File: config.mk
export PLATFORM = sky130hd
export DESIGN_NAME = bcd_stopwatch
export DESIGN_NICKNAME = d
export VERILOG_FILES = /design/src/rtl/bcd_stopwatch.sv
export SDC_FILE = /design/constraint.sdc
export NUM_CORES = 1
export LEC_CHECK = 0
export ABC_AREA = 0
export CAP_MARGIN = 20
export CORE_MARGIN = 8
export CORE_UTILIZATION = 44
export CTS_BUF_LIST = sky130_fd_sc_hd__clkbuf_8
export DETAILED_ROUTE_END_ITERATION = 16
export GPL_TIMING_DRIVEN = 0
export PLACE_DENSITY = 0.76
export SETUP_SLACK_MARGIN = 0.15
export SLEW_MARGIN = 20
export SYNTH_ARGS = -nofsm -noshare
export SYNTH_HDL_FRONTEND = slang
export SYNTH_SLANG_ARGS = --single-unit
File: constraint.sdc
create_clock -name clk -period 3.3 [get_ports clk]
set_input_delay 0.33 -clock clk [delete_from_list [all_inputs] [get_ports clk]]
set_output_delay 0.33 -clock clk [all_outputs]
set_load 0.03 [all_outputs]
File: src/rtl/bcd_stopwatch.sv
// bcd_stopwatch: N-digit BCD up/down stopwatch with prescaled tick, start/stop and clear.
// Define BCD_STOPWATCH_LAP_EN to add a lap input that freezes the displayed value.
module bcd_stopwatch #(
  parameter int N_DIGITS = 2,
  parameter int DIV = 4
) (
  input  logic                  clk,
  input  logic                  rst_n,
  input  logic                  start_stop,
  input  logic                  clear,
  input  logic                  up_down,
`ifdef BCD_STOPWATCH_LAP_EN
  input  logic                  lap,
`endif
  output logic [4*N_DIGITS-1:0] bcd,
  output logic                  running,
  output logic                  wrap
);
  localparam int PW = $clog2(DIV);
  typedef enum logic {STOP, RUN} state_t;
  state_t state_q, state_d;
  logic [PW-1:0] presc_q, presc_d;
  logic [4*N_DIGITS-1:0] cnt_q, cnt_d;
  logic wrap_q, wrap_d, tick, carry;
  assign tick = state_q == RUN && presc_q == PW'(DIV - 1);
  always_comb begin
    state_d = start_stop ? state_t'(~state_q) : state_q;
    presc_d = clear || tick ? '0 : state_q == RUN ? presc_q + PW'(1) : presc_q;
    cnt_d = cnt_q;
    carry = tick;
    // ripple carry/borrow: a digit moves only when every lower digit rolled over
    for (int i = 0; i < N_DIGITS; i++) begin
      if (carry)
        cnt_d[4*i +: 4] = up_down ? (cnt_q[4*i +: 4] == 4'd9 ? 4'd0 : cnt_q[4*i +: 4] + 4'd1)
                                  : (cnt_q[4*i +: 4] == 4'd0 ? 4'd9 : cnt_q[4*i +: 4] - 4'd1);
      carry = carry && cnt_q[4*i +: 4] == (up_down ? 4'd9 : 4'd0);
    end
    wrap_d = carry && !clear;
    if (clear) cnt_d = '0;
  end
  always_ff @(posedge clk or negedge rst_n)
    if (!rst_n) begin
      state_q <= STOP;
      presc_q <= '0;
      cnt_q   <= '0;
      wrap_q  <= 1'b0;
    end else begin
      state_q <= state_d;
      presc_q <= presc_d;
      cnt_q   <= cnt_d;
      wrap_q  <= wrap_d;
    end
  assign running = state_q == RUN;
  assign wrap = wrap_q;
`ifdef BCD_STOPWATCH_LAP_EN
  logic frozen_q, frozen_d;
  logic [4*N_DIGITS-1:0] snap_q, snap_d;
  always_comb begin
    frozen_d = clear ? 1'b0 : lap && state_q == RUN ? ~frozen_q : frozen_q;
    snap_d = !frozen_q && frozen_d ? cnt_q : snap_q;
  end
  always_ff @(posedge clk or negedge rst_n)
    if (!rst_n) begin
      frozen_q <= 1'b0;
      snap_q   <= '0;
    end else begin
      frozen_q <= frozen_d;
      snap_q   <= snap_d;
    end
  assign bcd = frozen_q ? snap_q : cnt_q;
`else
  assign bcd = cnt_q;
`endif
endmodule

# Yosys cells after proc, flatten, opt, wreduce, memory -nomap -nowiden
# Index checks and enable logic that the tools add are counted.
classes:
  add_sub_neg: 5
  bitwise: 1
  n_eq_ne: 5
  n_reduce_logical: 11
  n_mux: 12
ops:
  columns: ["op", "count"]
  rows:
  - ["two-way mux 4 bit", 9]
  - ["adder 4 x 1 -> 4 bit, second input constant", 2]
  - ["equality test 4 bit", 2]
  - ["equality test 4 bit, second input constant", 2]
  - ["zero test 4 bit", 2]
  - ["two-way mux 8 bit", 1]
  - ["subtractor 4 x 1 -> 4 bit, second input constant", 2]
  - ["nonzero test 2 bit", 3]
  - ["logical AND 1 bit", 4]
  - ["two-way mux 2 bit", 2]
  - ["adder 2 x 1 -> 2 bit, second input constant", 1]
  - ["equality test 2 bit, second input constant", 1]
  - ["zero test 1 bit", 1]
  - ["logical OR 1 bit", 1]
  - ["NOT 1 bit", 1]
totals:
  elab_cells: 39
  output_inout_bits: 10
  regBits: 12
  input_bits: 5

# Logic depth before layout (Yosys ltp)
logic_depth:
  word_depth: 5
  mapped_depth: 6
  ltp_nobuf: 6

# Worst setup path after synthesis
# Ideal clock, no wire load.
synth_timing:
  path_kind: "register to register"
  start: "reg cnt_q[0] (netlist: bcd[0])"
  end: "reg cnt_q[7] (netlist: bcd[7])"
  slack_ps: 1498
  path_buffers: 0
  t_arrival_ps: 1666
  setup_ps: 136
  path_stages_with_launch: 5
  path_cell_list: "dfrtp_1 or3_4 a2111o_1 o21ai_1 a21oi_1"
synth_between:
  elab_chain_len: 3
synth_rtl:
  columns: ["item", "line", "rtl"]
  rows:
  - ["start: declaration", "23", "logic [4*N_DIGITS-1:0] cnt_q, cnt_d;"]
  - ["start signal: assignment", "50", "cnt_q <= cnt_d;"]
  - ["equality test 4 bit", "36", "carry = carry && cnt_q[4*i +: 4] == (up_down ? 4'd9 : 4'd0);"]
  - ["logical AND 1 bit", "36", null]
  - ["nonzero test 2 bit (no source line)", null, null]
# No other way between the ends.
# A chain may end at the register's enable or synchronous reset.

# Final worst setup path
layout_timing:
  start: "in up_down"
  end: "reg wrap_q (netlist: wrap)"
layout_between:
  elab_chain_len: 5
  word_cells_on_any_way: 6
layout_rtl:
  columns: ["item", "line", "rtl"]
  rows:
  - ["start: declaration", "11", "input logic up_down,"]
  - ["two-way mux 4 bit (*)", "36", null]
  - ["equality test 4 bit", "36", null]
  - ["logical AND 1 bit", "36", null]
  - ["logical AND 1 bit (*)", "36", null]
  - ["logical AND 1 bit (*)", "38", "wrap_d = carry && !clear;"]
  - ["net wrap_d", "24", "logic wrap_q, wrap_d, tick, carry;"]
  - ["end signal: assignment", "51", "wrap_q <= wrap_d;"]
  - ["end: declaration", "24", null]
# The timed path passes the listed nets; every way through them passes the cells marked *.

==> impl_results.md <==
* Die Area at 0.003820 mm^2
* Die Wd at 61.81 um
* Comb pwr share at 0.282
* CTS buffer count at 3
* Total vias in the final route at 877
* Core box area at around 0.002 mm^2
* Clk buf depth at 2
* Critical path arrival at between 2 and 2.5 ns
* Synth Instances at 107
* Largest net degree at the start of global routing at 13
* Post-layout util at 0.5874
* Final WL at 2.334 mm
* Placed standard-cell area at 0.001097 mm^2
* DP HPWL at 1.702 mm
* Placer congestion estimate at 0.8842
* Post-CTS Setup Bufs at 0
* Main synth FF type: dfrtp_1
* Synth area leader: dfrtp_1
* Most frequent cells after synthesis: 12 x dfrtp_1, 10 x a21oi_1, 7 x clkbuf_1, 7 x ha_1, 7 x nand2_1
* Worst-Margin Slew at about 0.54 ns
* Final ANT Viol Nets at 0
* Tot Pwr at 491.4 uW
* VDD IR max at 0.0005024 V
* Top cells by area, synth: dfrtp_1 33%, ha_1 9.5%, a21oi_1 5.4%, nand2b_1 4.1%, clkbuf_1 2.8%
* Clock Skews at 0.002059 ns
* FILL cells at 198
* 1st-pass router iterations at 4
* H-tree levels at 1
* Slew Limit Fails at 0
* Yosys reg bits at 12
* Worst setup EP type: flip-flop
* DR DRC count at 0
* Crit-path max FO at 10
* DR vias/cell at 5.770
* Port bufs at 14
* RSZ-0062 raised after global routing: no
* CTS tree: yes
* Worst-path clk slew at 0.05 ns
* R2r setup slk at 1.43 ns
* Netlist cell types at 37
* Fmax at 431.8 MHz
* Post-route minimum period at 2.316 ns
* Setup Viol. Count Final at 0
* Int Pwr at 335.1 uW
* Worst r2r path cells at 4
* Nets at 138
* Worst reg2reg startpoint: bcd[0]
* Post-synthesis async set-or-reset flop share at 1.000
* Hold Buf Count CTS at 0
* Diodes inserted at 0
* Post-synthesis cell area at 923.4 um^2
* Avg Cell Area, Syn at around 8.6 um^2
* Critical-path top delay cell: clkdlybuf4s50_1
* First-pass GRT wire length at 3.767 mm
* Tcrit/Tclk final at 0.7017
* Design area at 0.001152 mm^2
* CP cell instances: clkdlybuf4s50_1, clkbuf_1, buf_2, inv_2, ha_1, or4_1, nor3_1
* Row cnt at 16
* Largest family of logic cells by synthesized area: simple AND/OR/NAND/NOR gates
* Fin. Hold Viols at 0
* CTS resizes at 0
* Startpoint Class: input pin
* Worst Hold Class: input pin to async pin
* Share of post-route cells with drive strength above 1 at 0.07200
* Yosys warnings at 0
* Sequential-to-total area share from yosys stat at 0.3252
* Initial antenna violation count at 0
* Compound-Gate Fraction of Synth Area at 0.2263
* Reg2Reg Capture Point: bcd[5]
* Req. time, crit path at around 3.5 ns
* Placed cells at about 150
* Critical path class: input pin to flip-flop
* Leak pwr at 0.4210 nW
* Die Y at 61.81 um
* Clock network power share at 0.328
* Outcome: completed
* Area growth syn-to-layout at 24.80%
* Post-synth EDFFs at 0
* CP max stage delay at 0.52 ns
* Clock Root Buffer: clkbuf_8
* Total Neg Setup Slack at 0 ns
* Part of the power in registers at 0.390
* Synth Area in Simple Gates at 0.2385
* Starting Density at 0.4707
* Psw at 156.3 uW
* Yosys top cell area share at 0.3252
* Post-synthesis xor/xnor area fraction at 0.03794
* Gr ovfl total at 0
* Adder-cell share of the synthesized area at 0.09485
* Worst-Skew Late Latency at 0.24 ns
* Max Cap Violations at 0
* Slew headroom at 0.6369
* Vias in the first global route at 845
* Mux contribution to synthesized area at 0.02304
* Layout Cells excl Fill at 152
* Power Density at 426.4 mW/mm^2
* Starting DRT DRC Count at 12
* # IOs at 15
* Sw frac at 0.3181
* CTS sink count at 12
* Most frequent cell after synthesis: dfrtp_1
* All-Layer GR Usage at 0.1300
* Syn nets at ~120
* Routed WL per cell at roughly 15 um
[placed cells by master (no fill, tap or decap), types with 2 or more instances in the layout]
master / Yosys / routed
a211oi_1: 2 / 2
a21oi_1: 10 / 10
a311oi_1: 2 / 2
a31oi_1: 2 / 2
clkbuf_1: 7 / 7
clkbuf_8: 0 / 4
clkdlybuf4s50_1: 0 / 14
dfrtp_1: 12 / 12
ha_1: 7 / 7
inv_1: 4 / 4
nand2_1: 7 / 7
nand2b_1: 6 / 6
nand3_1: 2 / 2
nand3b_1: 3 / 3
nor2_1: 5 / 5
nor2b_1: 2 / 2
nor3_1: 5 / 5
o211ai_1: 3 / 3
o21ai_0: 2 / 2
o21ai_1: 4 / 4
or4b_1: 2 / 2
xnor2_1: 2 / 2
xor2_1: 2 / 2
[cell families (layout without fill, tap and decap cells)]
family,count (synthesis),count (layout)
and+or+nand+nor,38,38
DFF,12,12
AOI/OAI and AO/OA,31,31
muxes,2,2
adders and majority gates,7,7
xor gates and xnor gates,4,4
buffers and inverters,13,31
[power groups by stage]
stage	registers [mW]	clock network [mW]	logic (mW)
2_1_floorplan	0.210	0	0.0732
3_3_place_gp	0.193	0	0.134
3_5_place_dp	0.194	0	0.139
4_1_cts	0.192	0.164	0.139
5_1_grt	0.195	0.170	0.153
6_report	0.192	0.161	0.138
[area by class of cell]
class	count	area [um^2]	share of cell area
Buffer	8	31.28	0.02714
Inverter	5	18.77	0.01629
Clock buffer	4	55.05	0.04777
Timing Repair Buffer	14	140.1	0.1216
Multi-Input combinational cell	82	573.1	0.4973
Tap cell	27	33.78	0.02932
Sequential cell	12	300.3	0.2606
[flip-flops by register name (all words and copies together) (netlist names)]
register / flops
wrap: 1
running: 1
presc_q: 2
bcd: 8
[worst max-delay path by stage]
stage	start	cells after the start	endpoint	slack, ns
6_report	up_down	7	wrap	0.98
5_1_grt	up_down	7	wrap	0.92
4_1_cts	up_down	7	wrap	0.98
3_5_place_dp	up_down	7	wrap	0.76
3_3_place_gp	up_down	7	wrap	0.77
2_1_floorplan	bcd[0]	4	bcd[7]	1.50
[critical path, delay by kind of cell]
kind,cells,cell delay (ns)
fa+ha+maj,1,0.30
buf+inv,4,1.27
simple gates,2,0.57
[metrics by stage]
stage	hold WS (ns)	setup slack [ns]
after floorplan	0.03441	1.498
after global placement	0.5278	0.7734
after detailed placement	0.5492	0.7583
after CTS	0.4588	0.9848
after global routing	0.4934	0.9153
final	0.4430	0.9843
[per-layer routing]
layer	part of all wire	GRT usage
met1	0.45	0.1475
met2	0.52	0.2304
met3	0.030	0.04321
met4	0	0.02597
met5	0	0
Note: power is estimated with default switching activity, not from simulation.
